File: src/rtl/lsu_mem_ctrl.sv
// Load/store controller in front of a single-cycle, four-lane, doubleword-addressed data RAM.
// Handles one request at a time and performs read-modify-write for stores that only partly cover a lane.
module lsu_mem_ctrl #(
  parameter int DW = 64,
  parameter int AW = 27
) (
  input  logic          clk,
  input  logic          rst_n,
  input  logic          req_valid,
  output logic          req_ready,
  input  logic          req_we,
  input  logic [1:0]    req_size,
  input  logic          req_unsigned,
  input  logic [63:0]   req_addr,
  input  logic [DW-1:0] req_wdata,
  output logic          resp_valid,
  input  logic          resp_ready,
  output logic [DW-1:0] resp_rdata,
  output logic          resp_err,
  output logic          ram1_en,
  output logic          ram2_en,
  output logic          ram3_en,
  output logic          ram4_en,
  output logic [AW-1:0] mem_addr,
  output logic          mem_wr_en,
  output logic [DW-1:0] mem_wdata,
  input  logic [DW-1:0] mem_rdata
);

  typedef enum logic [1:0] {IDLE, ACC, MERGE, RESP} state_t;

  state_t        state, state_nx;
  logic          r_we, r_uns, r_rmw;
  logic [1:0]    r_size;
  logic [2:0]    r_off;
  logic [AW-1:0] r_addr;
  logic [7:0]    r_bmask;
  logic [3:0]    r_lanes;
  logic [DW-1:0] r_wsh, merge_q;

  // Request decode: byte set, lane set and whether the byte set exactly fills its lanes.
  logic [2:0]    req_off, align_mask;
  logic          req_mis, req_rmw;
  logic [7:0]    size_bytes, req_bmask, span_mask;
  logic [3:0]    req_lanes;
  logic [DW-1:0] req_bmask64, req_wsh, r_bmask64, ld_sh, ld_ext, merged;
  logic          unused_addr_hi;

  assign unused_addr_hi = ^req_addr[63:AW+3];
  assign req_off        = req_addr[2:0];

  always_comb begin
    // NOTE: every combinational output gets a default first so no path can infer a latch.
    align_mask = 3'b000;
    size_bytes = 8'h01;
    case (req_size)
      2'd0: begin align_mask = 3'b000; size_bytes = 8'h01; end
      2'd1: begin align_mask = 3'b001; size_bytes = 8'h03; end
      2'd2: begin align_mask = 3'b011; size_bytes = 8'h0F; end
      default: begin align_mask = 3'b111; size_bytes = 8'hFF; end
    endcase
    req_mis   = (req_off & align_mask) != 3'b000;
    req_bmask = size_bytes << req_off;
    req_lanes = {|req_bmask[7:4], |req_bmask[3:2], req_bmask[1], req_bmask[0]};
    span_mask = {{4{req_lanes[3]}}, {2{req_lanes[2]}}, req_lanes[1], req_lanes[0]};
    req_rmw   = span_mask != req_bmask;
    for (int i = 0; i < 8; i++) begin
      req_bmask64[8*i +: 8] = {8{req_bmask[i]}};
      r_bmask64[8*i +: 8]   = {8{r_bmask[i]}};
    end
    req_wsh = (req_wdata << {req_off, 3'b000}) & req_bmask64;
    merged  = (mem_rdata & ~r_bmask64) | r_wsh;
  end

  // Load alignment and extension from the raw RAM word.
  always_comb begin
    ld_sh  = mem_rdata >> {r_off, 3'b000};
    ld_ext = ld_sh;
    case (r_size)
      2'd0: ld_ext = r_uns ? {56'd0, ld_sh[7:0]}  : {{56{ld_sh[7]}},  ld_sh[7:0]};
      2'd1: ld_ext = r_uns ? {48'd0, ld_sh[15:0]} : {{48{ld_sh[15]}}, ld_sh[15:0]};
      2'd2: ld_ext = r_uns ? {32'd0, ld_sh[31:0]} : {{32{ld_sh[31]}}, ld_sh[31:0]};
      default: ld_ext = ld_sh;
    endcase
  end

  // NOTE: sequential state uses non-blocking assignments so every flop samples pre-edge values.
  always_ff @(posedge clk or negedge rst_n) begin
    if (!rst_n) state <= IDLE;
    else        state <= state_nx;
  end

  always_comb begin
    state_nx   = state;
    req_ready  = 1'b0;
    resp_valid = 1'b0;
    mem_wr_en  = 1'b0;
    {ram4_en, ram3_en, ram2_en, ram1_en} = 4'b0000;
    case (state)
      IDLE: begin
        req_ready = 1'b1;
        if (req_valid) state_nx = req_mis ? RESP : ACC;
      end
      ACC: begin
        // An RMW read fetches the word without enabling any lane.
        if (!(r_we && r_rmw)) {ram4_en, ram3_en, ram2_en, ram1_en} = r_lanes;
        mem_wr_en = r_we && !r_rmw;
        state_nx  = (r_we && r_rmw) ? MERGE : RESP;
      end
      MERGE: begin
        {ram4_en, ram3_en, ram2_en, ram1_en} = r_lanes;
        mem_wr_en = 1'b1;
        state_nx  = RESP;
      end
      default: begin
        resp_valid = 1'b1;
        if (resp_ready) state_nx = IDLE;
      end
    endcase
  end

  assign mem_addr  = r_addr;
  assign mem_wdata = mem_wr_en ? ((state == MERGE) ? merge_q : r_wsh) : '0;

  always_ff @(posedge clk or negedge rst_n) begin
    if (!rst_n) begin
      r_we       <= 1'b0;
      r_uns      <= 1'b0;
      r_rmw      <= 1'b0;
      r_size     <= 2'd0;
      r_off      <= 3'd0;
      r_addr     <= '0;
      r_bmask    <= 8'h00;
      r_lanes    <= 4'h0;
      r_wsh      <= '0;
      merge_q    <= '0;
      resp_rdata <= '0;
      resp_err   <= 1'b0;
    end else begin
      case (state)
        IDLE: if (req_valid) begin
          r_we       <= req_we;
          r_uns      <= req_unsigned;
          r_rmw      <= req_rmw;
          r_size     <= req_size;
          r_off      <= req_off;
          r_addr     <= req_addr[AW+2:3];
          r_bmask    <= req_bmask;
          r_lanes    <= req_lanes;
          r_wsh      <= req_wsh;
          resp_rdata <= '0;
          resp_err   <= req_mis;
        end
        ACC: begin
          if (!r_we)      resp_rdata <= ld_ext;
          else if (r_rmw) merge_q    <= merged;
        end
        RESP: if (resp_ready) resp_err <= 1'b0;
        default: ;
      endcase
    end
  end

endmodule

File: config.mk
export PLATFORM = sky130hd
export DESIGN_NAME = lsu_mem_ctrl
export DESIGN_NICKNAME = d
export VERILOG_FILES = /design/src/rtl/lsu_mem_ctrl.sv
export SDC_FILE = /design/constraint.sdc
export NUM_CORES = 1
export LEC_CHECK = 0
export CAP_MARGIN = 0
export CORE_MARGIN = 4
export CORE_UTILIZATION = 54
export CTS_BUF_LIST = sky130_fd_sc_hd__clkbuf_4 sky130_fd_sc_hd__clkbuf_8 sky130_fd_sc_hd__clkbuf_16
export CTS_CLUSTER_SIZE = 10
export DETAILED_ROUTE_END_ITERATION = 8
export PLACE_DENSITY = 0.88
export SYNTH_ARGS = -nofsm -noshare
export SYNTH_HDL_FRONTEND = slang
export SYNTH_SLANG_ARGS = --single-unit
export TNS_END_PERCENT = 10
File: constraint.sdc
create_clock -name clk -period 7.1 [get_ports clk]
set_clock_uncertainty 0.2 [all_clocks]
set_input_delay 1.065 -clock clk [delete_from_list [all_inputs] [get_ports clk]]
set_output_delay 1.065 -clock clk [all_outputs]
set_load 0.05 [all_outputs]
==> impl_metrics.toml <==
[timing]
worst_slew_pin_slew_ps = 1200
tns_ps = 0
holdWs_ps = 276
rsz0062_at_grt = "no"
max_freq_ghz = 0.206
relSlewSlack = 0.197
layout_setup_ws_ps = 2250
fin_crit_sh = 0.683
finalMaxSlewViolations = 0
hold_violations = 0
setup_viol = 0
min_period_ps = 4850

[placed_design]
dpl.hpwl_mm = 36.3
dp.cells = 2015
place.gp.congestion = 0.952
place_area_sq_mm = 0.0171
numPortBuffers = 328
pre_cts_ws_ps = 2870

[clock_tree]
cts_tree = "yes"
clk_pin_slew_ps = 50
numCtsBuffers = 28
cts_root_buffer = "clkbuf_16"
clock_latency_ps = 550
clk_path_buf_depth = 3
clkSinkCount = 240
htree_levels = 1
post_cts_buffers = 0
ctsHoldBuffers = 0
cts_resized = 0

[logic_synthesis]
synth-edff-count = 0
synthCells = 1466
ys_seq_area_frac = 0.436
synth-seq-cells = 240
yosysUniqueCellTypes = 54
synth_warnings = 0
synthArstFlopShare = 1.00
synth_fp_nets = 1671
yosysTopAreaCell = "dfrtp_1"
yosys-top-cells-area = "dfrtp_1 (44%), mux2i_1 (13%), o21ai_0 (7.5%), nand2_1 (5.0%), mux2_2 (4.7%)"
synth_area_sq_mm = 0.0138
synth.avg_cell_area_sq_um = 9.39
netlist.area_leader.share = 0.436
synth_ff_type = "dfrtp_1"

[route]
antenna_left = 0
dr.pass1.iters = 6
wirelength_mm = 48.7
routedWlPerCell_microns = 23.7
vias = 12935
first_iter_violations = 1563
viasPerCell = 6.30
drc_errors = 0

[die]
die-area_sq_mm = 0.0281
core.rowCount = 58
start_util = 0.548
die_h_microns = 168
io_pins = 363
die_w_microns = 168
core_sq_mm = 0.0251

[run_status]
run_status = "completed"

[global_routing]
antenna_found_initial = 2
grt_max_degree = 129
grt_overflow = 0
grt_usage = 0.332
grt_pass1_vias = 12585
grt_pass1_wl_mm = 73.6

[final_layout]
multiInputGateArea_sq_mm = 0.00720
layout-drive-gt1-share = 0.0860
final-seq-area_sq_mm = 0.00601
nets = 1920
finalNonFillerCells = 2053
stdcell_area_sq_mm = 0.0179
area_delta_synth_final_pct = 29.9
fill_cells = 1884

[job]
maxCapViolCount = 0

[power]
ir_drop_mv = 0.282
leakage_nw = 7.48
power_density_mw_per_mm2 = 445

[setup_path]
crit_fanout = 48
start_kind = "flip-flop"
r2r_end = "resp_rdata[45]$_DFFE_PN0P_"
crit_chain = "inv_1 -> ha_4 -> buf_4 -> mux2i_1 -> nor2_1 -> clkdlybuf4s50_1"
crit_path_end = "mem_wdata[29]"
cp.required_ps = 5830
crit_slowest_cell = "clkdlybuf4s50_1"
critPathLaunch = "state[0]$_DFFE_PN0P_"
reg2reg_slack_ps = 3520
r2r_cells = 6
end_kind = "output port"
critical_path_class = "flip-flop to output port"
r2r-start = "r_off[1]$_DFFE_PN0P_"
cp_slowest_stage_delay_ps = 860
arrival_ps = 3590

[hold_path]
whs_path_depth = 1
min_path_type = "flip-flop to flip-flop"
-- area by class of cell --
| type | instances | share of cell area |
|---|---|---|
| antenna | 2 | 0.000280 |
| clock buffer | 34 | 0.0424 |
| clock inverter | 2 | 0.00119 |
| inverter | 24 | 0.00504 |
| multi-input combinational | 1080 | 0.403 |
| sequential | 240 | 0.336 |
| tap | 330 | 0.0231 |
| timing repair buffer | 341 | 0.189 |
-- cell families after synthesis --
kind of cell | synth area share
muxes | 0.203
adders and majority gates | 0.00455
AOI/OAI and AO/OA | 0.201
and+or+nand+nor | 0.112
buffers and inverters | 0.0432
DFF | 0.436
-- cells in the final DEF, fill, tap and decap left out, types with 23 or more instances in the layout --
master,netlist,routed
clkdlybuf4s50_1,0,325
a211oi_1,23,23
nor2_1,105,105
nor2b_1,23,23
a21oi_1,110,110
nand2_1,185,184
dfrtp_1,240,238
clkbuf_16,0,28
mux2i_1,176,176
mux2_2,58,58
o21ai_0,205,204
a22o_1,27,27
-- sequential cells by signal, summed over array words and instances, names as in the netlist --
signal	count
resp_rdata	64
r_lanes	2
merge_q	64
r_wsh	64
state	2
mem_addr	27
r_we	1
resp_err	1
r_off	3
r_uns	1
r_size	2
r_rmw	1
r_bmask	8
-- per-layer routing --
metal | vias to the layer above | share of wire | wire, microns | track usage
met4 | 0 | 0.059 | 2860 | 0.167
met5 | - | 0 | 0 | 0
met3 | 149 | 0.089 | 4310 | 0.0552
met1 | 6259 | 0.38 | 18600 | 0.434
li1 | 5748 | - | - | -
met2 | 779 | 0.47 | 22900 | 0.538
-- worst max-delay path: cells and delay by family (launching register included) --
kind / cells / cell delay, ps
adder cells (fa/ha/maj): 1 / 400
buffers and inverters: 3 / 1710
flip-flops: 1 / 400
multiplexers: 1 / 230
AND/OR/NAND/NOR: 1 / 250
-- Yosys cell counts, drive strengths merged (16+ instances only) --
cell type    n
nor2b       23
o21ai      211
nor2       106
buf         35
clkbuf      87
a211oi      23
nand2      185
a22o        27
a21oi      110
dfrtp      240
mux2i      176
inv         18
mux4        16
mux2        59
-- metrics by stage --
stage,utilization,power [mW]
2_1_floorplan,-,5.25
3_3_place_gp,0.681,6.47
3_5_place_dp,0.681,6.61
4_1_cts,0.712,7.90
5_1_grt,0.712,8.34
6_report,0.712,7.95
-- how the worst min path moves through the flow --
stage | to | startpoint | slack [ps]
global route | r_bmask[2]$_DFFE_PN0P_ | r_bmask[2]$_DFFE_PN0P_ | 290
global placement | r_bmask[2]$_DFFE_PN0P_ | r_bmask[2]$_DFFE_PN0P_ | 260
floorplan | merge_q[0]$_DFFE_PN0P_ | merge_q[0]$_DFFE_PN0P_ | 250
CTS | r_bmask[2]$_DFFE_PN0P_ | r_bmask[2]$_DFFE_PN0P_ | 280
detailed placement | resp_rdata[58]$_DFFE_PN0P_ | resp_rdata[58]$_DFFE_PN0P_ | 270
finish | r_bmask[2]$_DFFE_PN0P_ | r_bmask[2]$_DFFE_PN0P_ | 280
-- power breakdown --
part           leakage, nW  switching [mW]  internal, mW
clock                0.389           0.531         0.738
combinational         4.00            2.80          1.52
sequential            3.09           0.441          1.92
No activity file was read; power rests on OpenSTA's default activity.
